<file path="src/rtl/rebble_display_pkg.sv">
// Shared opcodes, status-byte layout and FSM state type for the Rebble display receiver.
// Optional row-addressed mode is enabled in the top by defining REBBLE_ROW_ADDR_EN.
package rebble_display_pkg;

  localparam logic [7:0] CMD_DRAW   = 8'h05;
  localparam logic [7:0] CMD_STATUS = 8'h03;
  localparam logic [7:0] CMD_CLRINT = 8'h07;

  localparam int STAT_READY = 0;
  localparam int STAT_BUSY  = 1;
  localparam int STAT_INT   = 2;
  localparam int STAT_ERR   = 3;

  typedef enum logic [2:0] {
    ST_INIT,
    ST_IDLE,
    ST_CMD,
    ST_ARMED,
    ST_DATA,
    ST_STAT
  } state_e;

  function automatic logic [7:0] status_byte(input logic err, input logic int_pend,
                                             input logic busy, input logic ready);
    logic [7:0] s;
    s             = '0;
    s[STAT_ERR]   = err;
    s[STAT_INT]   = int_pend;
    s[STAT_BUSY]  = busy;
    s[STAT_READY] = ready;
    return s;
  endfunction

endpackage

</file>
<file path="src/rtl/rebble_display_rx_spi_byte_rx.sv">
// SPI mode-0 slave front end: synchronisers, edge detection, byte assembly and miso shifter.
// All event outputs are registered so byte and cs pulses reach the FSM in the same cycle.
module spi_byte_rx #(
  parameter bit LSB_FIRST = 1'b1
) (
  input  logic       clk_i,
  input  logic       reset_i,
  input  logic       cs_i,
  input  logic       sck_i,
  input  logic       mosi_i,
  input  logic       tx_load_i,
  input  logic [7:0] tx_byte_i,
  output logic       byte_valid_o,
  output logic [7:0] byte_o,
  output logic       cs_fall_o,
  output logic       cs_rise_o,
  output logic       miso_o
);

  logic [2:0] cs_q, sck_q;
  logic [1:0] mosi_q;
  logic       cs_fall, cs_rise, sck_rise, sck_fall, sample;
  logic [2:0] bit_cnt_q, bit_cnt_d;
  logic [7:0] rx_q, rx_d, byte_q, byte_d;
  logic       byte_valid_q, byte_valid_d, cs_fall_q, cs_rise_q;
  logic [7:0] tx_q, tx_d;
  logic [3:0] tx_cnt_q, tx_cnt_d;
  logic       tx_act_q, tx_act_d;

  assign cs_fall  = cs_q[2] & ~cs_q[1];
  assign cs_rise  = ~cs_q[2] & cs_q[1];
  assign sck_rise = ~sck_q[2] & sck_q[1];
  assign sck_fall = sck_q[2] & ~sck_q[1];
  // Gate on the delayed cs so a final bit coinciding with cs rise still counts.
  assign sample   = sck_rise & ~cs_q[2];

  always_comb begin
    rx_d         = rx_q;
    bit_cnt_d    = bit_cnt_q;
    byte_d       = byte_q;
    byte_valid_d = 1'b0;
    if (sample) begin
      rx_d      = LSB_FIRST ? {mosi_q[1], rx_q[7:1]} : {rx_q[6:0], mosi_q[1]};
      bit_cnt_d = bit_cnt_q + 3'd1;
      if (bit_cnt_q == 3'd7) begin
        byte_valid_d = 1'b1;
        byte_d       = rx_d;
      end
    end
    if (cs_fall || cs_rise) bit_cnt_d = '0;
  end

  // tx_cnt counts status-byte rises; the shift happens on the fall after each one.
  always_comb begin
    tx_d     = tx_q;
    tx_cnt_d = tx_cnt_q;
    tx_act_d = tx_act_q;
    if (tx_load_i) begin
      tx_d     = tx_byte_i;
      tx_cnt_d = '0;
      tx_act_d = 1'b1;
    end else if (cs_rise) begin
      tx_act_d = 1'b0;
    end else if (tx_act_q) begin
      if (sample) begin
        tx_cnt_d = tx_cnt_q + 4'd1;
      end else if (sck_fall && tx_cnt_q != 4'd0) begin
        if (tx_cnt_q == 4'd8) tx_act_d = 1'b0;
        else tx_d = LSB_FIRST ? {1'b0, tx_q[7:1]} : {tx_q[6:0], 1'b0};
      end
    end
  end

  always_ff @(posedge clk_i) begin
    if (reset_i) begin
      cs_q         <= 3'b111;
      sck_q        <= '0;
      mosi_q       <= '0;
      bit_cnt_q    <= '0;
      rx_q         <= '0;
      byte_q       <= '0;
      byte_valid_q <= 1'b0;
      cs_fall_q    <= 1'b0;
      cs_rise_q    <= 1'b0;
      tx_q         <= '0;
      tx_cnt_q     <= '0;
      tx_act_q     <= 1'b0;
    end else begin
      cs_q         <= {cs_q[1:0], cs_i};
      sck_q        <= {sck_q[1:0], sck_i};
      mosi_q       <= {mosi_q[0], mosi_i};
      bit_cnt_q    <= bit_cnt_d;
      rx_q         <= rx_d;
      byte_q       <= byte_d;
      byte_valid_q <= byte_valid_d;
      cs_fall_q    <= cs_fall;
      cs_rise_q    <= cs_rise;
      tx_q         <= tx_d;
      tx_cnt_q     <= tx_cnt_d;
      tx_act_q     <= tx_act_d;
    end
  end

  assign byte_valid_o = byte_valid_q;
  assign byte_o       = byte_q;
  assign cs_fall_o    = cs_fall_q;
  assign cs_rise_o    = cs_rise_q;
  assign miso_o       = tx_act_q & (LSB_FIRST ? tx_q[0] : tx_q[7]);

endmodule

</file>
<file path="src/rtl/rebble_display_rx.sv">
// Rebble display SPI frame receiver: command decode, framebuffer write port and status readback.
// Define REBBLE_ROW_ADDR_EN to make each row in DATA start with a row-index header byte.
module rebble_display_rx
  import rebble_display_pkg::*;
#(
  parameter int ROWS         = 168,
  parameter int COLS         = 144,
  parameter int BPP          = 1,
  parameter bit LSB_FIRST    = 1'b1,
  parameter int RESET_CYCLES = 16,
  localparam int TOTAL       = ROWS * COLS * BPP / 8,
  localparam int AW          = $clog2(TOTAL)
) (
  input  logic          clk,
  input  logic          reset,
  input  logic          cs,
  input  logic          sck,
  input  logic          mosi,
  output logic          miso,
  output logic          reset_done,
  output logic          intn,
  output logic [AW-1:0] fb_addr,
  output logic [7:0]    fb_wdata,
  output logic          fb_we,
  output logic          busy
);

  localparam int            CW        = $clog2(RESET_CYCLES + 1);
  localparam logic [AW-1:0] LAST_ADDR = AW'(TOTAL - 1);

  state_e        state_q, state_d;
  logic [CW-1:0] init_cnt_q, init_cnt_d;
  logic [AW-1:0] addr_q, addr_d, fb_addr_q, fb_addr_d;
  logic [7:0]    fb_wdata_q, fb_wdata_d, tx_byte, rx_byte;
  logic          reset_done_q, reset_done_d, intn_q, intn_d, busy_q, busy_d;
  logic          err_q, err_d, fb_we_q, fb_we_d;
  logic          byte_valid, cs_fall, cs_rise, tx_load;

`ifdef REBBLE_ROW_ADDR_EN
  localparam int ROW_BYTES = COLS * BPP / 8;
  localparam int RBW       = $clog2(ROW_BYTES + 1);
  localparam int RW        = $clog2(ROWS + 1);
  logic           hdr_pend_q, hdr_pend_d, discard_q, discard_d;
  logic [RBW-1:0] row_left_q, row_left_d;
  logic [RW-1:0]  rows_done_q, rows_done_d;
`endif

  spi_byte_rx #(.LSB_FIRST(LSB_FIRST)) u_spi (
    .clk_i       (clk),
    .reset_i     (reset),
    .cs_i        (cs),
    .sck_i       (sck),
    .mosi_i      (mosi),
    .tx_load_i   (tx_load),
    .tx_byte_i   (tx_byte),
    .byte_valid_o(byte_valid),
    .byte_o      (rx_byte),
    .cs_fall_o   (cs_fall),
    .cs_rise_o   (cs_rise),
    .miso_o      (miso)
  );

  always_comb begin
    state_d      = state_q;
    init_cnt_d   = init_cnt_q;
    addr_d       = addr_q;
    reset_done_d = reset_done_q;
    intn_d       = intn_q;
    busy_d       = busy_q;
    err_d        = err_q;
    fb_we_d      = 1'b0;
    fb_addr_d    = fb_addr_q;
    fb_wdata_d   = fb_wdata_q;
    tx_load      = 1'b0;
    tx_byte      = status_byte(err_q, ~intn_q, busy_q, reset_done_q);
`ifdef REBBLE_ROW_ADDR_EN
    hdr_pend_d   = hdr_pend_q;
    discard_d    = discard_q;
    row_left_d   = row_left_q;
    rows_done_d  = rows_done_q;
`endif
    unique case (state_q)
      ST_INIT: begin
        if (init_cnt_q == CW'(RESET_CYCLES - 1)) begin
          reset_done_d = 1'b1;
          state_d      = ST_IDLE;
        end else begin
          init_cnt_d = init_cnt_q + CW'(1);
        end
      end
      ST_IDLE: if (cs_fall) state_d = ST_CMD;
      ST_CMD: begin
        if (byte_valid) begin
          case (rx_byte)
            CMD_DRAW: begin
              state_d = ST_ARMED;
              busy_d  = 1'b1;
              addr_d  = '0;
`ifdef REBBLE_ROW_ADDR_EN
              hdr_pend_d  = 1'b1;
              rows_done_d = '0;
`endif
            end
            CMD_STATUS: begin
              // A status request cut off by cs rise has no byte to shift out.
              state_d = cs_rise ? ST_IDLE : ST_STAT;
              tx_load = ~cs_rise;
            end
            CMD_CLRINT: begin
              intn_d  = 1'b1;
              err_d   = 1'b0;
              state_d = ST_IDLE;
            end
            default: begin
              err_d   = 1'b1;
              state_d = ST_IDLE;
            end
          endcase
        end else if (cs_rise) begin
          state_d = ST_IDLE;
        end
      end
      ST_ARMED: if (cs_fall) state_d = ST_DATA;
      ST_DATA: begin
        if (byte_valid) begin
`ifdef REBBLE_ROW_ADDR_EN
          if (hdr_pend_q) begin
            hdr_pend_d = 1'b0;
            row_left_d = RBW'(ROW_BYTES);
            if (int'(rx_byte) >= ROWS) begin
              err_d     = 1'b1;
              discard_d = 1'b1;
            end else begin
              discard_d = 1'b0;
              addr_d    = AW'(int'(rx_byte) * ROW_BYTES);
            end
          end else begin
            if (!discard_q) begin
              fb_we_d    = 1'b1;
              fb_addr_d  = addr_q;
              fb_wdata_d = rx_byte;
              addr_d     = addr_q + AW'(1);
            end
            row_left_d = row_left_q - RBW'(1);
            if (row_left_q == RBW'(1)) begin
              hdr_pend_d = 1'b1;
              if (!discard_q) begin
                if (rows_done_q == RW'(ROWS - 1)) begin
                  intn_d  = 1'b0;
                  busy_d  = 1'b0;
                  state_d = ST_IDLE;
                end else begin
                  rows_done_d = rows_done_q + RW'(1);
                end
              end
            end
          end
`else
          fb_we_d    = 1'b1;
          fb_addr_d  = addr_q;
          fb_wdata_d = rx_byte;
          if (addr_q == LAST_ADDR) begin
            intn_d  = 1'b0;
            busy_d  = 1'b0;
            state_d = ST_IDLE;
          end else begin
            addr_d = addr_q + AW'(1);
          end
`endif
        end
        // The byte above is accepted first; the frame then waits for the next transaction.
        if (cs_rise && state_d == ST_DATA) state_d = ST_ARMED;
      end
      ST_STAT: if (byte_valid || cs_rise) state_d = ST_IDLE;
      default: state_d = ST_INIT;
    endcase
  end

  always_ff @(posedge clk) begin
    if (reset) begin
      state_q      <= ST_INIT;
      init_cnt_q   <= '0;
      addr_q       <= '0;
      reset_done_q <= 1'b0;
      intn_q       <= 1'b1;
      busy_q       <= 1'b0;
      err_q        <= 1'b0;
      fb_we_q      <= 1'b0;
      fb_addr_q    <= '0;
      fb_wdata_q   <= '0;
    end else begin
      state_q      <= state_d;
      init_cnt_q   <= init_cnt_d;
      addr_q       <= addr_d;
      reset_done_q <= reset_done_d;
      intn_q       <= intn_d;
      busy_q       <= busy_d;
      err_q        <= err_d;
      fb_we_q      <= fb_we_d;
      fb_addr_q    <= fb_addr_d;
      fb_wdata_q   <= fb_wdata_d;
    end
  end

`ifdef REBBLE_ROW_ADDR_EN
  always_ff @(posedge clk) begin
    if (reset) begin
      hdr_pend_q  <= 1'b1;
      discard_q   <= 1'b0;
      row_left_q  <= '0;
      rows_done_q <= '0;
    end else begin
      hdr_pend_q  <= hdr_pend_d;
      discard_q   <= discard_d;
      row_left_q  <= row_left_d;
      rows_done_q <= rows_done_d;
    end
  end
`endif

  assign reset_done = reset_done_q;
  assign intn       = intn_q;
  assign busy       = busy_q;
  assign fb_we      = fb_we_q;
  assign fb_addr    = fb_addr_q;
  assign fb_wdata   = fb_wdata_q;

endmodule

</file>
<file path="config.mk">
export PLATFORM = sky130hd
export DESIGN_NAME = rebble_display_rx
export DESIGN_NICKNAME = d
export VERILOG_FILES = /design/src/rtl/rebble_display_pkg.sv /design/src/rtl/rebble_display_rx_spi_byte_rx.sv /design/src/rtl/rebble_display_rx.sv
export SDC_FILE = /design/constraint.sdc
export NUM_CORES = 1
export LEC_CHECK = 0
export CORE_MARGIN = 2
export CORE_UTILIZATION = 55
export CTS_CLUSTER_SIZE = 30
export DETAILED_ROUTE_END_ITERATION = 7
export GPL_TIMING_DRIVEN = 1
export PLACE_DENSITY = 0.76
export RECOVER_POWER = 100
export SYNTH_ARGS = -nofsm -noshare
export SYNTH_HDL_FRONTEND = slang
export SYNTH_SLANG_ARGS = --single-unit
</file>
<file path="constraint.sdc">
create_clock -name clk -period 5.3 [get_ports clk]
set_clock_uncertainty 0.15 [all_clocks]
set_input_delay 1.06 -clock clk [delete_from_list [all_inputs] [get_ports clk]]
set_output_delay 1.06 -clock clk [all_outputs]
set_load 0.02 [all_outputs]
</file>
==> reports/metrics.csv, run 1 <==
stage,metric,value,unit
outcome,status,finished clean,
setup_path,r2r_start,state_q[2]$_SDFFE_PP0P_,
cts,cts.htree.levels,3,
global_routing,grt_first_pass_wirelength,11100,um
timing,fin_crit_sh,54.5,%
die,core,5990,um2
routing,dr.pass1.iters,4,
layout,final_common_cell,dfxtp_1,
die,rows,28,
cts,numCtsBuffers,9,
timing,maxSlewHeadroom,22.0,%
timing,finalSetupViolations,0,
global_routing,grt_max_degree,41,
setup_path,required,5370,ps
timing,layout_setup_ws,2410,ps
job,drv_cap,0,
layout,nFillCells,508,
placement,placed_area,3740,um2
global_routing,grt_use_total,19.3,%
layout,multiInputGateArea,1640,um2
global_routing,top_usage_layer,met2,
routing,drtAntennaViolNets,0,
yosys,synth_cells,388,
placement,dp_slack,2520,ps
yosys,postSynthNetCount,402,
die,io_pins,30,
hold_path,hp-start,u_spi.cs_q[0]$_SDFF_PP1_,
yosys,ys_warn_count,0,
routing,routed_via_density,5.52,
layout,n_antenna_cell,0,
global_routing,grtUsageMet3,4.77,%
layout,area_growth,13.9,%
timing,period_minus_slack,2890,ps
global_routing,use_met1,23.6,%
hold_path,worstHoldPathCells,1,
timing,slew_viol_final,0,
timing,fin_setup_tns,0,ps
timing,max_freq,0.346,GHz
timing,grt_setup_unrepaired,false,
setup_path,cp-start-kind,primary input,
yosys,synth_edf_count,0,
timing,final-hold-violation-count,0,
power_and_ir_drop,ir_drop,197,uV
placement,gp_congestion,0.772,
routing,wl,6310,um
hold_path,min_to,u_spi.cs_q[1]$_SDFF_PP1_,
hold_path,hold_path.class,reg2reg,
yosys,ys_seq_elements,83,
cts,post_cts_buffers,0,
layout,nets,424,
layout,final_cell_mix,"83 x dfxtp_1, 63 x nand2_1, 44 x a21oi_1",
yosys,syn-mean-instance-area,8.89,um2
cts,cts_root_buf,clkbuf_8,
die,fp.dieW,83.2,um
power_and_ir_drop,leakage,0.00145,uW
yosys,mappedNetlistArea,3450,um2
cts,cts_sinks,83,
global_routing,antenna_found_initial,0,
setup_path,r2r_slack,2680,ps
routing,num_vias,2707,
cts,cts_tree,yes,
cts,clkLatencyLatePin,350,ps
timing,worst_pin_slew,1160,ps
setup_path,worstPathMaxFanout,40,
layout,regArea,1660,um2
cts,ctsResizeCount,0,
setup_path,rr_endpoint,addr_q[2]$_SDFFE_PP0P_,
die,dieHeight,83.2,um
setup_path,r2r_cells,4,
global_routing,grt_overflow,0,
global_routing,use_met2,32.6,%
layout,final_layout_size_suffix_gt1_share,6.51,%
layout,design_area,3930,um2
yosys,ys_seq_area_share,48.2,%
die,die-area,6920,um2
placement,portBuffers,29,
yosys,ys_async_sr_fraction,0,%
timing,fin_hold_ws,265,ps
cts,clkTransAtPathRegs,90,ps
global_routing,grt_pass1_vias,2538,
yosys,dominantRegCellSynth,dfxtp_1,
yosys,ys_types,49,
setup_path,worst_setup_path_end_kind,flop,
routing,drt-initial-drc-count,121,
power_and_ir_drop,p_per_area,281,nW/um2
power_and_ir_drop,p_total,1100,uW
placement,place_hpwl,4310,um
setup_path,cp.arrival,2960,ps
routing,drc_errors,0,
setup_path,critPathKind,in2reg,
routing,wire_per_inst,12.9,um
cts,ctsHoldBuffers,0,
cts,cts_buffer_depth,2,
die,start_util,57.6,%
[layout make-up]
class / instances / share of cell area, %
clock buffer: 9 / 3.15
clock inverter: 7 / 1.91
inverter: 10 / 0.956
multi-input combinational: 275 / 41.7
sequential: 83 / 42.3
tap: 75 / 2.39
timing repair buffer: 31 / 7.61
[flip-flops by register name (all words and copies together) (netlist names), 3 cells and up]
register         count
u_spi.bit_cnt_q      3
u_spi.tx_q           4
u_spi.tx_cnt_q       4
fb_wdata             8
fb_addr             12
u_spi.rx_q           7
u_spi.cs_q           3
u_spi.sck_q          3
init_cnt_q           5
addr_q              12
u_spi.byte_o         8
state_q              3
[worst max-delay path by stage]
stage | to | startpoint | slack, ps
finish | addr_q[10]$_SDFFE_PP0P_ | reset | 2410
global route | addr_q[10]$_SDFFE_PP0P_ | reset | 2200
CTS | miso | u_spi.tx_q[0]$_SDFFE_PP0P_ | 2670
detailed placement | addr_q[6]$_SDFFE_PP0P_ | reset | 2520
global placement | addr_q[5]$_SDFFE_PP0P_ | reset | 2540
floorplan | init_cnt_q[3]$_SDFFE_PP0P_ | init_cnt_q[0]$_SDFFE_PP0P_ | 3360
[synthesized netlist by cell type, types with 2 or more instances]
library cell | number | area [um2]
a21oi_1 | 43 | 215
inv_1 | 10 | 37.5
nand4_1 | 5 | 31.3
and4bb_2 | 2 | 25.0
xor2_1 | 5 | 43.8
nand2b_1 | 3 | 18.8
nand2_1 | 63 | 236
nand4_2 | 2 | 25.0
xnor2_1 | 4 | 35.0
o21bai_1 | 2 | 15.0
ha_1 | 9 | 113
o31ai_1 | 2 | 15.0
nor3b_1 | 3 | 22.5
nor2b_1 | 14 | 87.6
and4_1 | 3 | 26.3
or2_2 | 3 | 18.8
nor4b_1 | 2 | 17.5
buf_6 | 2 | 22.5
and3_1 | 5 | 31.3
mux2i_1 | 13 | 130
nand3_1 | 9 | 45.0
nand3b_1 | 3 | 22.5
nor3_1 | 3 | 15.0
buf_2 | 4 | 20.0
a211oi_1 | 7 | 52.6
nor2_1 | 29 | 109
or4_1 | 2 | 15.0
clkbuf_1 | 13 | 48.8
o21ai_0 | 12 | 60.1
dfxtp_1 | 83 | 1660
or3_1 | 6 | 37.5
and2_1 | 5 | 31.3
[layer usage]
layer,up-vias,share of wire (%)
met3,9,2.8
met2,28,48
met1,1283,48
met4,0,1.7
met5,-,0
li1,1387,-
[worst max-delay path, stage by stage]
cell,delay (ps)
clkbuf_1,840
buf_4,500
nand2b_1,460
a21oi_1,90
[report_power, final]
group | internal (uW) | switching [uW] | total, uW
combinational | 8.19 | 13.0 | 21.2
clock | 220 | 232 | 451
sequential | 628 | 3.33 | 631
total | 856 | 248 | 1100
[kinds of logic after synthesis]
group | synth area share [%]
AOI/OAI and AO/OA | 11.8
xor gates and xnor gates | 2.29
adders and majority gates | 3.27
buffers and inverters | 3.96
DFF | 48.2
muxes | 3.77
and+or+nand+nor | 26.7
[through the flow]
stage / instances / utilization (%)
6_report: 490 / 65.6
5_1_grt: 490 / 65.6
4_1_cts: 490 / 65.8
3_5_place_dp: 474 / 62.5
3_3_place_gp: 474 / 62.5
2_1_floorplan: 388 / -
(Power assumes the default switching activity.)
==> run 2, diff against run 1 <==
--- a/config.mk
+++ b/config.mk
@@ -6,11 +6,11 @@
 export NUM_CORES = 1
 export LEC_CHECK = 0
 export CORE_MARGIN = 2
-export CORE_UTILIZATION = 55
+export CORE_UTILIZATION = 51
 export CTS_CLUSTER_SIZE = 30
 export DETAILED_ROUTE_END_ITERATION = 7
 export GPL_TIMING_DRIVEN = 1
-export PLACE_DENSITY = 0.76
+export PLACE_DENSITY = 0.75
 export RECOVER_POWER = 100
 export SYNTH_ARGS = -nofsm -noshare
 export SYNTH_HDL_FRONTEND = slang
==> constraint.sdc (replaced) <==
create_clock -name clk -period 2.6 [get_ports clk]
set_clock_uncertainty 0.15 [all_clocks]
set_input_delay 0.52 -clock clk [delete_from_list [all_inputs] [get_ports clk]]
set_output_delay 0.52 -clock clk [all_outputs]
set_load 0.02 [all_outputs]
==> run 2 against run 1 <==
Power rose by 95%; utilization is 4.7 points lower; first-iteration DRC count shrank 11%; wire length up 0.79%; final cell count is 0.82% higher; final area increased by 0.16%; critical endpoint is now intn$_SDFFE_PP1P_.
==> reports/metrics.csv, run 2 (synthesized netlist as in run 1, its figures left out) <==
stage,metric,value,unit,change
outcome,status,finished clean,,
routing,drt-initial-drc-count,108,,-11%
global_routing,grt_first_pass_wirelength,10900,um,-1.9%
cts,clkLatencyLatePin,350,ps,about the same
layout,nets,427,,+0.71%
cts,cts_sinks,83,,unchanged
global_routing,grt_use_total,18.3,%,-0.92 points
routing,drtAntennaViolNets,0,,unchanged
setup_path,cp.arrival,2300,ps,-660 ps
power_and_ir_drop,p_per_area,548,nW/um2,+95%
routing,wire_per_inst,12.9,um,about the same
die,core,6460,um2,+7.8%
setup_path,required,2690,ps,-2680 ps
timing,period_minus_slack,2210,ps,
cts,post_cts_buffers,0,,unchanged
layout,n_antenna_cell,0,,unchanged
timing,finalSetupViolations,0,,unchanged
setup_path,worstPathMaxFanout,22,,-45%
power_and_ir_drop,combPwrFrac,2.0,%,about the same
cts,cts_tree,yes,,
power_and_ir_drop,ir_drop,387,uV,+97%
power_and_ir_drop,p_total,2160,uW,+95%
die,dieHeight,86.2,um,+3.7%
timing,fin_setup_tns,0,ps,unchanged
setup_path,critPathKind,reg2reg,,
cts,clkTransAtPathRegs,80,ps,about the same
cts,ctsResizeCount,0,,unchanged
timing,grt_setup_unrepaired,false,,
layout,final_common_cell,dfxtp_1,,
power_and_ir_drop,leakage,0.00146,uW,+0.71%
timing,layout_setup_ws,393,ps,-2020 ps
timing,worst_pin_slew,1160,ps,+3.81 ps
timing,max_freq,0.453,GHz,
placement,portBuffers,29,,unchanged
hold_path,hold_path.class,reg2reg,,
timing,maxSlewHeadroom,22.5,%,+0.46 points
layout,final_cell_mix,"83 x dfxtp_1, 63 x nand2_1, 43 x a21oi_1",,
power_and_ir_drop,clkPwrFrac,38.3,%,-2.6 points
routing,num_vias,2666,,-1.5%
layout,nFillCells,581,,+14%
routing,routed_via_density,5.40,,-2.3%
hold_path,min_to,u_spi.cs_q[1]$_SDFF_PP1_,,
cts,cts.htree.levels,3,,unchanged
power_and_ir_drop,swShare,22.6,%,+0.10 points
setup_path,cp-start-kind,flop,,
cts,cts_root_buf,clkbuf_8,,
cts,ctsHoldBuffers,0,,unchanged
timing,final-hold-violation-count,0,,unchanged
setup_path,r2r_start,state_q[2]$_SDFFE_PP0P_,,
power_and_ir_drop,p_int,1670,uW,+95%
setup_path,rr_endpoint,intn$_SDFFE_PP1P_,,
power_and_ir_drop,p_seq_share,59.7,%,+2.5 points
layout,final_util,60.9,%,-4.7 points
setup_path,worst_setup_path_end_kind,flop,,
global_routing,antenna_found_initial,0,,unchanged
placement,gp_congestion,0.811,,+5.1%
global_routing,grt_overflow,0,,unchanged
layout,final_layout_size_suffix_gt1_share,6.95,%,+0.45 points
cts,numCtsBuffers,9,,unchanged
routing,drc_errors,0,,unchanged
hold_path,worstHoldPathCells,1,,unchanged
die,rows,29,,+3.6%
global_routing,grt_max_degree,28,,-32%
placement,dp_slack,498,ps,-2020 ps
cts,cts_buffer_depth,2,,unchanged
die,die-area,7430,um2,+7.5%
setup_path,r2r_slack,390,ps,-2290 ps
hold_path,hp-start,u_spi.cs_q[0]$_SDFF_PP1_,,
timing,fin_crit_sh,84.9,%,
layout,area_growth,14.1,%,
setup_path,r2r_cells,4,,unchanged
die,fp.dieW,86.2,um,+3.7%
timing,slew_viol_final,0,,unchanged
die,start_util,53.4,%,-4.2 points
die,io_pins,30,,unchanged
routing,dr.pass1.iters,4,,unchanged
job,drv_cap,0,,unchanged
global_routing,grt_pass1_vias,2483,,-2.2%
power_and_ir_drop,p_switching,487,uW,+96%
routing,wl,6360,um,+0.79%
placement,place_hpwl,4420,um,+2.6%
-- run 2: changes by cell type in the layout (fill, tap and decap cells not counted), sizes merged --
cell | previous run | this run
clkbuf | 10 | 13
buf | 2 | 3
clkinvlp | 3 | 1
bufinv | 1 | 0
inv | 12 | 11
clkinv | 1 | 3
-- run 2: power by group through the flow --
stage          Sequential (uW)  Combinational, uW  Clock, uW
2_1_floorplan             1310               32.3          0
3_3_place_gp              1320               44.2          0
3_5_place_dp              1320               45.3          0
4_1_cts                   1290               45.3        843
5_1_grt                   1290               48.7        898
6_report                  1290               43.8        826
-- run 2: layout make-up --
type,count,area [um2],area share (%)
clock inverter,5,38.8,0.986
timing repair buffer,34,315,8.02
sequential,83,1660,42.2
clock buffer,10,138,3.50
multi-input combinational,275,1650,41.9
tap,77,96.3,2.45
inverter,10,37.5,0.954
-- run 2: per-layer routing --
| layer | vias up | global-route usage (%) | routed length, um | share of wire, % |
|---|---|---|---|---|
| met4 | 0 | 6.53 | 89 | 1.4 |
| met2 | 25 | 31.3 | 3120 | 49 |
| met3 | 10 | 5.14 | 168 | 2.6 |
| met1 | 1243 | 22.2 | 2980 | 47 |
| met5 | - | 0 | 0 | 0 |
| li1 | 1388 | - | - | - |
-- run 2: how the worst max path moves through the flow --
stage                                 endpoint                  startpoint  depth (start not counted)
floorplan           init_cnt_q[3]$_SDFFE_PP0P_  init_cnt_q[0]$_SDFFE_PP0P_                          7
global placement    init_cnt_q[3]$_SDFFE_PP0P_  init_cnt_q[0]$_SDFFE_PP0P_                          7
detailed placement  init_cnt_q[3]$_SDFFE_PP0P_  init_cnt_q[0]$_SDFFE_PP0P_                          7
CTS                 init_cnt_q[3]$_SDFFE_PP0P_  init_cnt_q[0]$_SDFFE_PP0P_                          7
global route                 intn$_SDFFE_PP1P_     state_q[2]$_SDFFE_PP0P_                          4
finish                       intn$_SDFFE_PP1P_     state_q[2]$_SDFFE_PP0P_                          4
-- run 2: through the flow --
| step | hold WS (ps) | cell area [um2] | std cells |
|---|---|---|---|
| floorplan | 239 | 3450 | 388 |
| global placement | 244 | 3770 | 479 |
| detailed placement | 245 | 3770 | 479 |
| CTS | 266 | 3950 | 494 |
| global route | 279 | 3930 | 494 |
| finish | 263 | 3930 | 494 |
-- run 2: worst max-delay path, cell delays in order (launching register included) --
cell	delay, ps
dfxtp_1	550
and4bb_1	350
clkbuf_1	710
and2_1	260
o21bai_1	80
